[src/rtl/l1d_package.sv]
// rtl/l1d_package.sv - shared L1D request payload type, MSHR id width and arbiter limits
package l1d_package;

  localparam int L1D_MSHR_ID_WIDTH = 4;
  localparam int L1D_ARB_MAX_CH    = 8;
  localparam int L1D_ADDR_WIDTH    = 32;
  localparam int L1D_TID_WIDTH     = 6;

  typedef enum logic [1:0] {
    L1D_OP_LOAD     = 2'd0,
    L1D_OP_STORE    = 2'd1,
    L1D_OP_PREFETCH = 2'd2,
    L1D_OP_ATOMIC   = 2'd3
  } l1d_op_e;

  typedef struct packed {
    l1d_op_e                   op;
    logic [L1D_ADDR_WIDTH-1:0] addr;
    logic [L1D_TID_WIDTH-1:0]  tid;
  } pack_l1d_req;

  // Source field encodes demand channels 0..num_ch-1 plus one extra code for prefetch.
  function automatic int l1d_arb_src_width(input int num_ch);
    return $clog2(num_ch + 1);
  endfunction

endpackage

[src/rtl/l1d_multi_req_arbiter_if.sv]
// rtl/l1d_multi_req_arbiter_if.sv - demand/prefetch/credit inputs and tag-pipe output of the L1D arbiter
interface l1d_multi_req_arbiter_if
  import l1d_package::*;
#(
  parameter int NUM_CH = 4
);

  localparam int SRC_W = l1d_arb_src_width(NUM_CH);

  logic [NUM_CH-1:0]            req_vld;
  logic [NUM_CH-1:0]            req_rdy;
  pack_l1d_req [NUM_CH-1:0]     req_pld;

  logic                         prefetch_vld;
  logic                         prefetch_rdy;
  pack_l1d_req                  prefetch_pld;

  logic                         alloc_vld;
  logic                         alloc_rdy;
  logic [L1D_MSHR_ID_WIDTH-1:0] alloc_index;

  logic                         tag_pipe_req_vld;
  logic                         tag_pipe_req_rdy;
  pack_l1d_req                  tag_pipe_req_pld;
  logic [L1D_MSHR_ID_WIDTH-1:0] tag_pipe_req_index;
  logic [SRC_W-1:0]             tag_pipe_req_src;

  modport master (
    output req_vld, req_pld, prefetch_vld, prefetch_pld, alloc_vld, alloc_index, tag_pipe_req_rdy,
    input  req_rdy, prefetch_rdy, alloc_rdy,
    input  tag_pipe_req_vld, tag_pipe_req_pld, tag_pipe_req_index, tag_pipe_req_src
  );

  modport slave (
    input  req_vld, req_pld, prefetch_vld, prefetch_pld, alloc_vld, alloc_index, tag_pipe_req_rdy,
    output req_rdy, prefetch_rdy, alloc_rdy,
    output tag_pipe_req_vld, tag_pipe_req_pld, tag_pipe_req_index, tag_pipe_req_src
  );

endinterface

[src/rtl/l1d_rr_pick.sv]
// rtl/l1d_rr_pick.sv - one-hot picker: round-robin from a start pointer, or fixed lowest-index priority
module l1d_rr_pick #(
  parameter int N     = 4,
  parameter bit RR_EN = 1'b1
) (
  input  logic [N-1:0]         i_vld,
  input  logic [$clog2(N)-1:0] i_ptr,
  output logic [N-1:0]         o_gnt
);

  localparam int PW = $clog2(N);

  logic [N-1:0] w_mask;
  logic [N-1:0] w_hi;
  logic [N-1:0] w_sel;

  always_comb begin
    w_mask = '0;
    for (int j = 0; j < N; j++) begin
      w_mask[j] = (PW'(j) >= i_ptr);
    end
  end

  // Requests at or above the pointer go first; otherwise the search has wrapped to the bottom.
  assign w_hi  = i_vld & w_mask;
  assign w_sel = (RR_EN && (|w_hi)) ? w_hi : i_vld;
  assign o_gnt = w_sel & (~w_sel + N'(1));

endmodule

[src/rtl/l1d_multi_req_arbiter.sv]
// rtl/l1d_multi_req_arbiter.sv - arbitrates demand channels and prefetch for MSHR credits into a registered tag-pipe request
module l1d_multi_req_arbiter
  import l1d_package::*;
#(
  parameter int NUM_CH       = 4,
  parameter bit RR_EN        = 1'b1,
  parameter int PF_STARVE_TH = 8
) (
  input  logic                  clk,
  input  logic                  rst,
  l1d_multi_req_arbiter_if.slave bus
);

  localparam int               PW     = $clog2(NUM_CH);
  localparam int               SRC_W  = l1d_arb_src_width(NUM_CH);
  localparam logic [7:0]       PF_TH  = 8'(PF_STARVE_TH);
  localparam logic [SRC_W-1:0] PF_SRC = SRC_W'(NUM_CH);

  logic                         r_vld;
  logic [SRC_W-1:0]             r_src;
  pack_l1d_req                  r_pld;
  logic [L1D_MSHR_ID_WIDTH-1:0] r_index;
  logic [PW-1:0]                r_rr_ptr;
  logic [7:0]                   r_pf_cnt;

  logic                         w_load;
  logic                         w_dem_any;
  logic                         w_promoted;
  logic                         w_grant;
  logic                         w_pf_win;
  logic                         w_dem_win;
  logic [NUM_CH-1:0]            w_dem_gnt;
  logic [PW-1:0]                w_dem_idx;
  pack_l1d_req                  w_dem_pld;

  l1d_rr_pick #(
    .N     (NUM_CH),
    .RR_EN (RR_EN)
  ) u_pick (
    .i_vld (bus.req_vld),
    .i_ptr (r_rr_ptr),
    .o_gnt (w_dem_gnt)
  );

  assign w_load     = ~r_vld | bus.tag_pipe_req_rdy;
  assign w_dem_any  = |bus.req_vld;
  assign w_promoted = (r_pf_cnt == PF_TH);
  // Gating with rst keeps every ready low while reset is held, even though state resets asynchronously.
  assign w_grant    = ~rst & w_load & bus.alloc_vld & (w_dem_any | bus.prefetch_vld);
  assign w_pf_win   = bus.prefetch_vld & (w_promoted | ~w_dem_any);
  assign w_dem_win  = w_grant & ~w_pf_win;

  always_comb begin
    w_dem_idx = '0;
    w_dem_pld = bus.req_pld[0];
    for (int j = 0; j < NUM_CH; j++) begin
      if (w_dem_gnt[j]) begin
        w_dem_idx = PW'(j);
        w_dem_pld = bus.req_pld[j];
      end
    end
  end

  assign bus.req_rdy            = w_dem_win ? w_dem_gnt : '0;
  assign bus.prefetch_rdy       = w_grant & w_pf_win;
  assign bus.alloc_rdy          = w_grant;
  assign bus.tag_pipe_req_vld   = r_vld;
  assign bus.tag_pipe_req_src   = r_src;
  assign bus.tag_pipe_req_pld   = r_pld;
  assign bus.tag_pipe_req_index = r_index;

  always_ff @(posedge clk or posedge rst) begin
    if (rst) begin
      r_vld <= 1'b0;
      r_src <= '0;
    end else if (w_load) begin
      r_vld <= w_grant;
      if (w_grant) begin
        r_src <= w_pf_win ? PF_SRC : SRC_W'(w_dem_idx);
      end
    end
  end

  always_ff @(posedge clk) begin
    if (w_grant) begin
      r_pld   <= w_pf_win ? bus.prefetch_pld : w_dem_pld;
      r_index <= bus.alloc_index;
    end
  end

  always_ff @(posedge clk or posedge rst) begin
    if (rst) begin
      r_rr_ptr <= '0;
    end else if (RR_EN && w_dem_win) begin
      r_rr_ptr <= (w_dem_idx == PW'(NUM_CH - 1)) ? '0 : w_dem_idx + PW'(1);
    end
  end

  // A credit stall freezes the starvation count; otherwise a vanished prefetch forgets its history.
  always_ff @(posedge clk or posedge rst) begin
    if (rst) begin
      r_pf_cnt <= '0;
    end else if (bus.alloc_vld) begin
      if (!bus.prefetch_vld || (w_grant && w_pf_win)) begin
        r_pf_cnt <= '0;
      end else if (w_dem_win && !w_promoted) begin
        r_pf_cnt <= r_pf_cnt + 8'd1;
      end
    end
  end

endmodule

[src/flat_wrapper.sv]
// flat-port wrapper written by rule: the top's interface ports become plain ports
module l1d_multi_req_arbiter_flat import l1d_package::*;
#(
  parameter int NUM_CH       = 4,
  parameter bit RR_EN        = 1'b1,
  parameter int PF_STARVE_TH = 8
)
  (clk, rst, bus_req_vld, bus_req_pld, bus_prefetch_vld, bus_prefetch_pld, bus_alloc_vld, bus_alloc_index, bus_tag_pipe_req_rdy, bus_req_rdy, bus_prefetch_rdy, bus_alloc_rdy, bus_tag_pipe_req_vld, bus_tag_pipe_req_pld, bus_tag_pipe_req_index, bus_tag_pipe_req_src);
  l1d_multi_req_arbiter_if #(.NUM_CH(NUM_CH)) bus_i ();
  input  logic clk;
  input  logic rst;
  input wire logic [$bits(bus_i.req_vld)-1:0] bus_req_vld;
  input wire logic [$bits(bus_i.req_pld)-1:0] bus_req_pld;
  input wire logic [$bits(bus_i.prefetch_vld)-1:0] bus_prefetch_vld;
  input wire logic [$bits(bus_i.prefetch_pld)-1:0] bus_prefetch_pld;
  input wire logic [$bits(bus_i.alloc_vld)-1:0] bus_alloc_vld;
  input wire logic [$bits(bus_i.alloc_index)-1:0] bus_alloc_index;
  input wire logic [$bits(bus_i.tag_pipe_req_rdy)-1:0] bus_tag_pipe_req_rdy;
  output wire logic [$bits(bus_i.req_rdy)-1:0] bus_req_rdy;
  output wire logic [$bits(bus_i.prefetch_rdy)-1:0] bus_prefetch_rdy;
  output wire logic [$bits(bus_i.alloc_rdy)-1:0] bus_alloc_rdy;
  output wire logic [$bits(bus_i.tag_pipe_req_vld)-1:0] bus_tag_pipe_req_vld;
  output wire logic [$bits(bus_i.tag_pipe_req_pld)-1:0] bus_tag_pipe_req_pld;
  output wire logic [$bits(bus_i.tag_pipe_req_index)-1:0] bus_tag_pipe_req_index;
  output wire logic [$bits(bus_i.tag_pipe_req_src)-1:0] bus_tag_pipe_req_src;
  assign bus_i.req_vld = bus_req_vld;
  assign bus_i.req_pld = bus_req_pld;
  assign bus_i.prefetch_vld = bus_prefetch_vld;
  assign bus_i.prefetch_pld = bus_prefetch_pld;
  assign bus_i.alloc_vld = bus_alloc_vld;
  assign bus_i.alloc_index = bus_alloc_index;
  assign bus_i.tag_pipe_req_rdy = bus_tag_pipe_req_rdy;
  assign bus_req_rdy = bus_i.req_rdy;
  assign bus_prefetch_rdy = bus_i.prefetch_rdy;
  assign bus_alloc_rdy = bus_i.alloc_rdy;
  assign bus_tag_pipe_req_vld = bus_i.tag_pipe_req_vld;
  assign bus_tag_pipe_req_pld = bus_i.tag_pipe_req_pld;
  assign bus_tag_pipe_req_index = bus_i.tag_pipe_req_index;
  assign bus_tag_pipe_req_src = bus_i.tag_pipe_req_src;
  l1d_multi_req_arbiter #(.NUM_CH(NUM_CH), .RR_EN(RR_EN), .PF_STARVE_TH(PF_STARVE_TH)) u_core (.clk(clk), .rst(rst), .bus(bus_i));
endmodule
[config.mk]
export PLATFORM = sky130hd
export DESIGN_NAME = l1d_multi_req_arbiter_flat
export DESIGN_NICKNAME = d
export VERILOG_FILES = /design/src/rtl/l1d_package.sv /design/src/rtl/l1d_multi_req_arbiter_if.sv /design/src/rtl/l1d_rr_pick.sv /design/src/rtl/l1d_multi_req_arbiter.sv /design/src/flat_wrapper.sv
export SDC_FILE = /design/constraint.sdc
export NUM_CORES = 1
export LEC_CHECK = 0
export CORE_AREA = 2 2 105 107
export CTS_BUF_LIST = sky130_fd_sc_hd__clkbuf_16
export CTS_CLUSTER_DIAMETER = 120
export DETAILED_ROUTE_END_ITERATION = 10
export DIE_AREA = 0 0 107 109
export GPL_ROUTABILITY_DRIVEN = 0
export PLACE_DENSITY = 0.86
export SETUP_SLACK_MARGIN = 0.3
export SYNTH_ARGS = -nofsm -noshare
export SYNTH_HDL_FRONTEND = slang
export SYNTH_HIERARCHICAL = 1
export SYNTH_SLANG_ARGS = --single-unit
[constraint.sdc]
create_clock -name clk -period 5.9 [get_ports clk]
set_clock_uncertainty 0.2 [all_clocks]
set_input_delay 1.77 -clock clk [delete_from_list [all_inputs] [get_ports clk]]
set_output_delay 1.77 -clock clk [all_outputs]
set_load 0.05 [all_outputs]
# [Yosys cells after proc, flatten, opt, wreduce, memory -nomap -nowiden]
# Cells that the tools add are included.
[word_totals] wordCells=56 output_inout_bits=54 regBits=58
[op_classes] bitwise=16 n_reduce_logical=10 add_sub_neg=3 n_eq_ne=2 muxes=13 n_lt_le_gt_ge=4
[op_table] op="2-to-1 mux 40 bit" count=4
[op_table] op="2-to-1 mux 8 bit" count=2
[op_table] op="adder 8 x 1 -> 8 bit (second input constant)" count=1
[op_table] op="AND 4 bit" count=2
[op_table] op="== test 8 x 4 -> 1 bit (second input constant)" count=1
[op_table] op="2-to-1 mux 4 bit" count=2
[op_table] op="OR reduction 4 bit" count=2
[op_table] op="AND 1 bit" count=6
[op_table] op="2-to-1 mux 2 bit" count=3
[op_table] op="adder 4 x 1 -> 4 bit (second input constant)" count=1
[op_table] op=">= comparator 1 x 2 -> 1 bit (first input constant)" count=2
[op_table] op=">= comparator 2 bit (first input constant)" count=2
[op_table] op="inverter 1 bit" count=4
[op_table] op="inverter 4 bit" count=1
[op_table] op="AND reduction 2 bit" count=2
[op_table] op="2-to-1 mux 3 bit" count=1
[op_table] op="bitwise OR 1 bit" count=3
[op_table] op="adder 2 x 1 -> 2 bit (second input constant)" count=1
[op_table] op="== test 2 bit (second input constant)" count=1
[op_table] op="logical AND 1 bit" count=2
[op_table] op="zero test 1 bit" count=2
[op_table] op="nonzero test 2 bit" count=1
[op_table] op="logical OR 1 bit" count=1
[op_table] op="2-to-1 mux 1 bit" count=1

# [Longest topological paths before layout]
[logic_depth] word_depth=12 mapped_depth=8 ltp_nobuf=7

# [Modules after synthesis]
# The synthesis kept the hierarchy.
[by_module_without_submodules] module="l1d_multi_req_arbiter" cells_per_inst=352 instances=1 area_per_inst_um2=4045.1
[by_module_without_submodules] module="l1d_rr_pick" cells_per_inst=16 instances=1 area_per_inst_um2=107.6

# [Least setup slack after synthesis]
# Ideal clock, no wire load.
[synth_path] kind="input-to-output" startpoint="input port bus_req_vld[1]" endpoint="output port bus_alloc_rdy" required_ns=3.930 stages=3 t_arrival_ns=3.468 path_slack_ns=0.462 path_buffers=0 path_cell_list="or4_1 -> o211ai_1 -> inv_1"
[synth_between] elab_chain_cells=3
[synth_lines] element="start: declaration" line="flat_wrapper.sv:12" source="input wire logic [$bits(bus_i.req_vld)-1:0] bus_req_vld;"
[synth_lines] element="OR reduction 4 bit" line="l1d_multi_req_arbiter.sv:46" source="assign w_dem_any = |bus.req_vld;"
[synth_lines] element="bitwise OR 1 bit" line="l1d_multi_req_arbiter.sv:49" source="assign w_grant = ~rst & w_load & bus.alloc_vld & (w_dem_any | bus.prefetch_vld);"
[synth_lines] element="AND 1 bit" line="l1d_multi_req_arbiter.sv:49"
[synth_lines] element="end: declaration" line="flat_wrapper.sv:21" source="output wire logic [$bits(bus_i.alloc_rdy)-1:0] bus_alloc_rdy;"
# Every way passes these cells.

# [Worst setup path after layout]
[layout_path] startpoint="input port bus_req_vld[0]" endpoint="output port bus_alloc_rdy"
# The elaborated chain is that of the path after synthesis.

==> metrics.md <==
| Metric | Value |
|---|---|
| Status | `finished, final reports clean` |
| # setup viols final | `0` |
| FF-to-FF setup slack | `~3000 ps` |
| Ant diodes | `0` |
| Post-placement setup slack | `between 300 and 400 ps` |
| Mean Syn Cell Area | `around 11 um^2` |
| Mapped cell area | `between 4000 and 5000 um^2` |
| Fin crit share | `between 90% and 100%` |
| Crit path capture type | `output pin` |
| Post-synth EDFFs | `between 40 and 50` |
| Type of the tightest min-delay check | `flop to flop` |
| Worst r2r src | `u_core/r_rr_ptr[1]` |
| Fmax | `between 150 and 200 MHz` |
| Placeable core area | `10600 um^2` |
| Overall routed net length | `13.5 mm` |
| Grt total ovfl | `0` |
| CP most frequent cell | `buf_4` |
| Largest area contributor in the netlist | `edfxtp_1` |
| Multi-input logic area | `2330 um^2` |
| Clk slew on worst S/H paths | `approximately 50 ps` |
| Share of cells above drive strength 1 | `18.3%` |
| DRC Markers | `0` |
| Finished Cell Area | `around 7300 um^2` |
| DIE WIDTH | `about 110 um` |
| DR vias | `roughly 4000` |
| Drt via density | `roughly 5.2` |
| Hold Path End | `u_core/bus.tag_pipe_req_src[1]` |
| # rows | `38` |
| Non-Filler Instances | `775` |
| Top post-synthesis cells by area | `edfxtp_1, mux2_4, mux2_2, mux2i_1, dfrtp_1` |
| Final core utilization | `approximately two thirds` |
| Dpl hpwl | `about 10 mm` |
| Max VDD drop | `between 0.1 and 0.15 mV` |
| Top-area cell type share of the netlist area | `a little under a third` |
| PD cells | `between 200 and 300 nW/um^2` |
| Detail Route Antenna Nets | `0` |
| RSZ-0062 raised after global routing | `no` |
| Clk buf depth | `2` |
| Num CTS Buffers | `9` |
| Cell count after synthesis | `~370` |
| Critical Path AT | `3570 ps` |
| Per-cell routed wire length | `around 17 um` |
| DIE AREA | `roughly 12000 um^2` |
| Commonest cells after routing, fill and taps aside | `clkdlybuf4s50_1, o21ai_0, nand2_1, edfxtp_1, mux2i_1` |
| R2r endpoint | `u_core/bus.tag_pipe_req_pld[9]` |
| Async SR Flop Fraction | `~24%` |
| Met3 usage | `6.93%` |
| Vias in the first global route | `roughly 4000` |
| Port bufs | `~270` |
| Setup crit start kind | `input pin` |
| Met1 Use GR | `a little under a quarter` |
| Netlist cell types | `43` |
| Yosys reg bits | `58` |
| First-pass GRT wire length | `just over 20 mm` |
| FF/Latch Area | `between 1500 and 2000 um^2` |
| R2R cell count | `7` |
| Commonest non-fill, non-tap cell in the layout | `clkdlybuf4s50_1` |
| Hold_buf cts | `0` |
| Number of detailed-routing iterations run before antenna repair | `4` |
| Hold path depth | `1` |
| Initial antenna violation count | `0` |
| Chip height | `between 100 and 150 um` |
| Number of fill cells | `approximately 800` |
| CP max FO | `8` |
| GRT Max-Usage Layer | `met2` |
| Maximum number of pins on one net before global-route repair | `84` |
| Dominant synthesized flop cell | `edfxtp_1` |
| Yosys warns | `6` |
| Layout Nets | `~850` |
| Slew at the pin with the worst max-slew slack | `965 ps` |
| Final Max Tran Viols | `0` |
| Clk root buf | `clkbuf_16` |
| Clk_lat worst skew | `between 300 and 400 ps` |
| Gr usage total | `22.4%` |
| CTS tree | `built` |
| Post-synthesis sequential area ratio | `between 40% and 50%` |
| Worst-path cell chain | `clkdlybuf4s50_1 -> or4_1 -> o211ai_1 -> buf_4 -> inv_2 -> buf_4` |
| Initial DRC Count | `roughly 200` |
| Dpl cells | `758` |
| Min-delay src | `u_core/bus.tag_pipe_req_src[1]` |
| Crit Path Category | `input pin to output pin` |
| Slew HR | `between 30% and 40%` |
| Final worst slack | `approximately 360 ps` |
| Post-route minimum period | `5540 ps` |
| Effective utilization at floorplan | `39.2%` |
| Met2 usage | `a little over two fifths` |
| Dpl cell area | `roughly 7000 um^2` |
| Crit path required time | `3930 ps` |
| Synth Net Count | `583` |
| Clk sinks | `58` |
| Slowest stage delay, CP | `slightly below 600 ps` |
| Htree depth | `3` |
| P_leak | `around 3 nW` |
| Worst path slowest cell | `or4_1` |
| Final Hold Vio Count | `0` |
| Area delta synth->final | `74.7%` |
| TNS Setup | `0 ps` |
| Maxcap violations | `0` |
| Boundary pin count | `267` |
==> state kept, by name, indices dropped and copies added, names as in the netlist <==
name	cells
u_core/r_pf_cnt	8
u_core/r_rr_ptr	2
u_core/bus.tag_pipe_req_vld	1
u_core/bus.tag_pipe_req_src	3
u_core/bus.tag_pipe_req_index	4
u_core/bus.tag_pipe_req_pld	40
==> repair_timing <==
| action | 4_1_cts | 5_1_grt |
|---|---|---|
| setup endpoints to repair | 0 | 6 |
| endpoints found under the hold margin | 0 | 0 |
| setup buffers | 0 | 1 |
| gates resized for setup | 0 | 1 |
==> synth_stat cells, types with 2 or more instances <==
master / n
or3_1: 4
nand2_1: 45
mux2_4: 38
edfxtp_1: 44
inv_2: 2
mux2_2: 40
buf_6: 4
inv_1: 10
o21ai_0: 46
a2bb2oi_1: 2
a21oi_1: 9
ha_1: 2
clkbuf_1: 14
o31ai_1: 2
buf_2: 5
and2_1: 5
dfrtp_1: 14
nor2_1: 8
mux2_1: 3
or4_1: 3
a22o_1: 3
nand3_1: 3
o22ai_1: 2
mux2i_1: 41
==> cells by family (layout without fill, tap and decap cells) <==
logic type                 after synthesis  in the layout  synth area share (%)
AOI/OAI and AO/OA                       74             74                  10.8
xor gates and xnor gates                 1              1                 0.211
adders and majority gates                2              2                 0.602
buffers and inverters                   35            302                  4.04
DFF                                     58             58                  40.3
muxes                                  122            122                  35.3
and+or+nand+nor                         76             76                  8.86
==> critical path: cells and delay by family <==
| family | cells | cell delay, ps |
|---|---|---|
| AO/OA/AOI/OAI | 1 | 230 |
| buffers and inverters | 4 | 980 |
| AND/OR/NAND/NOR | 1 | 590 |
==> layer usage <==
| metal | vias up | wire [um] |
|---|---|---|
| met5 | - | 0 |
| met4 | 0 | 230 |
| met3 | 19 | 1370 |
| met2 | 209 | 7200 |
| met1 | 1880 | 4730 |
| li1 | 1888 | - |
==> stage by stage <==
stage	power, W	hold WS (ps)
2_1_floorplan	0.00129	319
3_3_place_gp	0.00161	303
3_5_place_dp	0.00164	302
4_1_cts	0.00209	318
5_1_grt	0.00219	357
6_report	0.00208	315
==> worst max path at each step <==
stage               endpoint           start
2_1_floorplan  bus_alloc_rdy  bus_req_vld[1]
3_3_place_gp   bus_alloc_rdy  bus_req_vld[1]
3_5_place_dp   bus_alloc_rdy  bus_req_vld[0]
4_1_cts        bus_alloc_rdy  bus_req_vld[0]
5_1_grt        bus_alloc_rdy  bus_req_vld[0]
6_report       bus_alloc_rdy  bus_req_vld[0]
==> report_power, final <==
part / leakage, nW / internal (W) / switching, W
Clock: 0.134 / 0.000274 / 0.000170
Combinational: 2.26 / 0.000561 / 0.000507
Sequential: 0.594 / 0.000535 / 0.0000341
Total: 2.99 / 0.00137 / 0.000711
==> cell type report <==
class	count	share of cell area, %
timing repair buffer	274	38.4
multi-input combinational	275	32.1
sequential	58	23.0
clock buffer	9	3.10
tap	140	2.41
inverter	12	0.621
clock inverter	7	0.397
Power figures use the tool's default switching activity.
